--- config.mk ---
export PLATFORM = sky130hd
export DESIGN_NAME = dcache_line_fill
export DESIGN_NICKNAME = d
export VERILOG_FILES = /design/src/rtl/dcache_line_fill.sv
export SDC_FILE = /design/constraint.sdc
export NUM_CORES = 1
export LEC_CHECK = 0
export ABC_AREA = 1
export BUFFER_PORTS_ARGS = -buffer_cell sky130_fd_sc_hd__buf_2
export CAP_MARGIN = 20
export CORE_ASPECT_RATIO = 0.8
export CORE_MARGIN = 2
export CORE_UTILIZATION = 51
export CTS_CLUSTER_SIZE = 40
export DETAILED_ROUTE_END_ITERATION = 8
export PLACE_DENSITY = 0.9
export SLEW_MARGIN = 20
export SYNTH_ARGS = -nofsm -noshare
export SYNTH_HDL_FRONTEND = slang
export SYNTH_SLANG_ARGS = --single-unit
--- constraint.sdc ---
create_clock -name clk -period 4.2 [get_ports clk]
set_clock_uncertainty 0.05 [all_clocks]
set_input_delay 0.21 -clock clk [delete_from_list [all_inputs] [get_ports clk]]
set_output_delay 0.21 -clock clk [all_outputs]
set_load 0.05 [all_outputs]
--- src/rtl/dcache_line_fill.sv ---
`timescale 1ns/1ps
// Line refill engine: requests a line, writes critical-word-first wrapped beats into the byte banks, commits the tag.
// Latency: mem_rvalid -> ram_we one cycle; tag_we/fill_done one cycle after the last RAM write.
// Backpressure: miss_ready low while busy (requester holds miss_valid); beats outside an active burst are dropped.
module dcache_line_fill #(
    parameter int LINE_WORDS = 8,
    parameter int TAG_W      = 25
) (
    input  logic                          clk,
    input  logic                          reset_n,
    input  logic                          miss_valid,
    input  logic [31:0]                   miss_addr,
    output logic                          miss_ready,
    output logic                          mem_req,
    output logic [31:0]                   mem_addr,
    input  logic                          mem_ack,
    input  logic                          mem_rvalid,
    input  logic [31:0]                   mem_rdata,
    output logic [4:0]                    ram_waddr,
    output logic [31:0]                   ram_wdata,
    output logic [3:0]                    ram_we,
    output logic                          crit_valid,
    output logic [31:0]                   crit_data,
    output logic                          tag_we,
    output logic [4-$clog2(LINE_WORDS):0] tag_idx,
    output logic [TAG_W-1:0]              tag_data,
    output logic                          fill_done
);

    localparam int OB = $clog2(LINE_WORDS);
    localparam logic [OB-1:0] LAST = OB'(LINE_WORDS - 1);

    typedef enum logic [1:0] {IDLE, REQ, BURST, DONE} state_t;

    state_t        state, state_nxt;
    logic [31:0]   addr_q;
    logic [OB-1:0] cnt_q;
    logic          last_q;
    logic          accept;
    logic          beat_ok;
    logic [OB-1:0] woff;
    logic          unused_bits;

    assign unused_bits = ^miss_addr[1:0];
    assign woff        = addr_q[OB+1:2];
    assign accept      = (state == IDLE) && miss_valid;
    // A beat coinciding with mem_ack counts as beat 0; once the last beat is in, further beats are dropped.
    assign beat_ok     = mem_rvalid && !last_q &&
                         (((state == REQ) && mem_ack) || (state == BURST));

    always_comb begin
        state_nxt = state;
        case (state)
            IDLE:    if (accept)  state_nxt = REQ;
            REQ:     if (mem_ack) state_nxt = BURST;
            BURST:   if (last_q)  state_nxt = DONE;
            DONE:                 state_nxt = IDLE;
            default:              state_nxt = IDLE;
        endcase
    end

    always_ff @(posedge clk or negedge reset_n) begin
        if (!reset_n) begin
            state      <= IDLE;
            addr_q     <= '0;
            cnt_q      <= '0;
            last_q     <= 1'b0;
            ram_we     <= 4'h0;
            ram_waddr  <= '0;
            ram_wdata  <= '0;
            crit_valid <= 1'b0;
            crit_data  <= '0;
        end else begin
            state <= state_nxt;
            if (accept) begin
                addr_q <= {miss_addr[31:2], 2'b00};
            end
            if (beat_ok) begin
                cnt_q     <= cnt_q + OB'(1);
                last_q    <= (cnt_q == LAST);
                ram_waddr <= {addr_q[6:2+OB], woff + cnt_q};
                ram_wdata <= mem_rdata;
            end else if (state == DONE) begin
                last_q <= 1'b0;
            end
            ram_we     <= beat_ok ? 4'hF : 4'h0;
            crit_valid <= beat_ok && (cnt_q == '0);
            if (beat_ok && (cnt_q == '0)) begin
                crit_data <= mem_rdata;
            end
        end
    end

    // Tag commit sits one cycle behind the final RAM write, so the line never reads valid half-filled.
    assign miss_ready = (state == IDLE);
    assign mem_req    = (state == REQ);
    assign mem_addr   = addr_q;
    assign tag_we     = (state == DONE);
    assign fill_done  = (state == DONE);
    assign tag_idx    = tag_we ? addr_q[6:2+OB] : '0;
    assign tag_data   = tag_we ? addr_q[31:32-TAG_W] : '0;

endmodule

==> results.cfg <==
[timing]
finalHoldViolCount = 0
worst_pin_slew_ns = 1.021
grt_setup_unrepaired = no
whs_ns = 0.01555
report.final.slew_viol_count = 0
relSlewSlack_pct = 31.74
max_freq_mhz = 423.6
fin_setup_tns_ns = 0
min_period_over_period_pct = 56.21
setup_viol_count_final = 0
min_period_ns = 2.361

[grt]
use_met2_pct = 41.38
grtUsageTotal_pct = 24.00
grt_use_met3_pct = 5.302
grt.busiest_layer = met2
grt_pass1_vias = 3857
grt_antenna_before_repair = 0
grt.met1_usage_pct = 30.71
grt_max_degree = 80
grt_pass1_wl_um = 18320
overflow = 0

[die]
initial_core_util_pct = 53.32
die_h_um = 88.79
die_w_um = 110.0
die-area_um2 = 9766
fp-row-count = 30
io_pins = 206
coreArea_um2 = 8596

[synthesis]
synth_area_um2 = 4583
ys_seq_area_share_pct = 58.42
yosys_warnings = 0
ys_types = 17
synth-edff-count = 0
yosys-top-cells-area = dfrtp_1 58%, nand2_1 22%, nand3_1 7.0%
synth_top_area_share_pct = 58.42
ys.flop_type = dfrtp_1
syn_area_per_cell_um2 = 8.379
netlist_instances = 547
async_reset_ff_share_pct = 100.0
synth_top_area_cell = dfrtp_1
synthMostInstantiatedCell = nand2_1
ys_seq_elements = 107
synth_common_cells = 268 x nand2_1, 107 x dfrtp_1, 64 x nand3_1

[final_layout]
diodes = 0
syn_to_final_growth_pct = 26.75
nets = 811
drive_gt1_share_pct = 30.53

[drt]
routed_wl_um = 11740
drtIter0Drc = 297
wl_per_cell_um = 13.83
antenna_left = 0
vias_per_cell = 4.955
first_pass_iters = 4
route.vias.total = 4207
drc_errors = 0

[cts]
clock_sinks = 107
cts_htree_levels = 3
clock_latency_ns = 0.35
clock-root-buffer = clkbuf_8
cts_tree = built
holdBufCountCts = 1
cts_buffer_depth = 2
cts.repair.resized = 0
clkTransAtPathRegs_ns = 0.10
cts_setup_buffers = 0
numCtsBuffers = 9

[setup_path]
reg2reg_slack_ns = 1.95
end_kind = output pin
arrival_ns = 2.10
cpMaxStageDelayCell = ha_1
critical_path_class = reg -> out
start_kind = flop
crit_chain = ha_1, nand2_1, inv_1, buf_2
max_stage_delay_ns = 0.84
required_ns = 3.94
cp_max_fo = 30

[job]
cap_viol_max_count = 0

[min_path]
hp-class = in -> reg

[place]
place_hpwl_um = 8442
portBuffers = 201
gp_routability_congestion = 0.7944

[status]
status = finished clean
## per-stage QoR
stage                     cells  setup WS [ns]  utilization [%]  instance area (um2)
after detailed placement    832          1.972            65.18                 5603
after global placement      832          2.048            65.18                 5603
final                       849          1.839            67.58                 5809
after CTS                   849          1.858            67.58                 5809
after floorplan             548          2.167                -                 4587
after global routing        849          1.622            67.58                 5809
## metal layers
layer / vias to the layer above / wire length (um)
met2: 160 / 5964
met1: 2015 / 4940
met3: 14 / 682
li1: 2018 / -
met4: 0 / 155
met5: - / 0
## cell families after synthesis
family                   after synthesis  share of synthesized area (%)
adder cells (fa/ha/maj)               10                          2.894
AO/OA/AOI/OAI                         11                          1.447
flip-flops                           107                          58.42
other                                  1                        0.08182
XOR/XNOR                               1                         0.1911
buffers and inverters                 80                          7.562
AND/OR/NAND/NOR                      337                          29.40
## cell type report
type	count	area, um2
flip-flops and latches	107	2678
fillers	680	2786
repair buffers	208	1064
multi-input cells	361	1563
clock buffers	11	151.4
clock inverters	5	45.04
well taps	112	140.1
inverters	45	168.9
## worst paths after layout
path,start,to,cells after the start
max,state[0]$_DFFE_PN0P_,tag_data[15],4
min,mem_rdata[5],ram_wdata[5]$_DFFE_PN0P_,3
max reg2reg,state[1]$_DFFE_PN0P_,crit_data[8]$_DFFE_PN0P_,7
min reg2reg,ram_wdata[17]$_DFFE_PN0P_,ram_wdata[17]$_DFFE_PN0P_,2
max in group asynchronous,reset_n,mem_addr[8]$_DFFE_PN0P_,3
min in group asynchronous,reset_n,mem_addr[5]$_DFFE_PN0P_,2
## cell usage in the layout, fill, tap and decap left out
cell type / netlist / layout
fa_1: 1 / 1
a21oi_1: 3 / 3
nand2_1: 268 / 268
nor2_2: 1 / 1
nand3_1: 64 / 64
buf_2: 19 / 200
ha_1: 9 / 9
clkbuf_8: 0 / 11
conb_1: 1 / 2
a21oi_4: 1 / 1
xor2_1: 1 / 1
buf_4: 6 / 7
dlygate4sd3_1: 0 / 1
inv_6: 0 / 1
clkinv_4: 0 / 2
dfrtp_1: 107 / 107
o21ai_0: 7 / 7
inv_8: 0 / 1
inv_1: 45 / 45
clkinvlp_4: 0 / 1
nor2_1: 4 / 4
## worst max-delay path, delay by kind of cell (launching register included)
| kind | cells | cell delay (ns) |
|---|---|---|
| adder cells (fa/ha/maj) | 1 | 0.84 |
| flip-flops | 1 | 0.42 |
| buffers and inverters | 2 | 0.36 |
| AND/OR/NAND/NOR | 1 | 0.13 |
## flip-flops by register name (all words and copies together), names as in the netlist
signal and count:
last_q 1, mem_addr 30, ram_wdata 32, crit_data 32, ram_we 1, crit_valid 1, cnt_q 3, ram_waddr 5
state 2
Power is left out: the tool's default activity adds up to more than one toggle a clock period on the data nets, which glitch-free logic cannot reach.
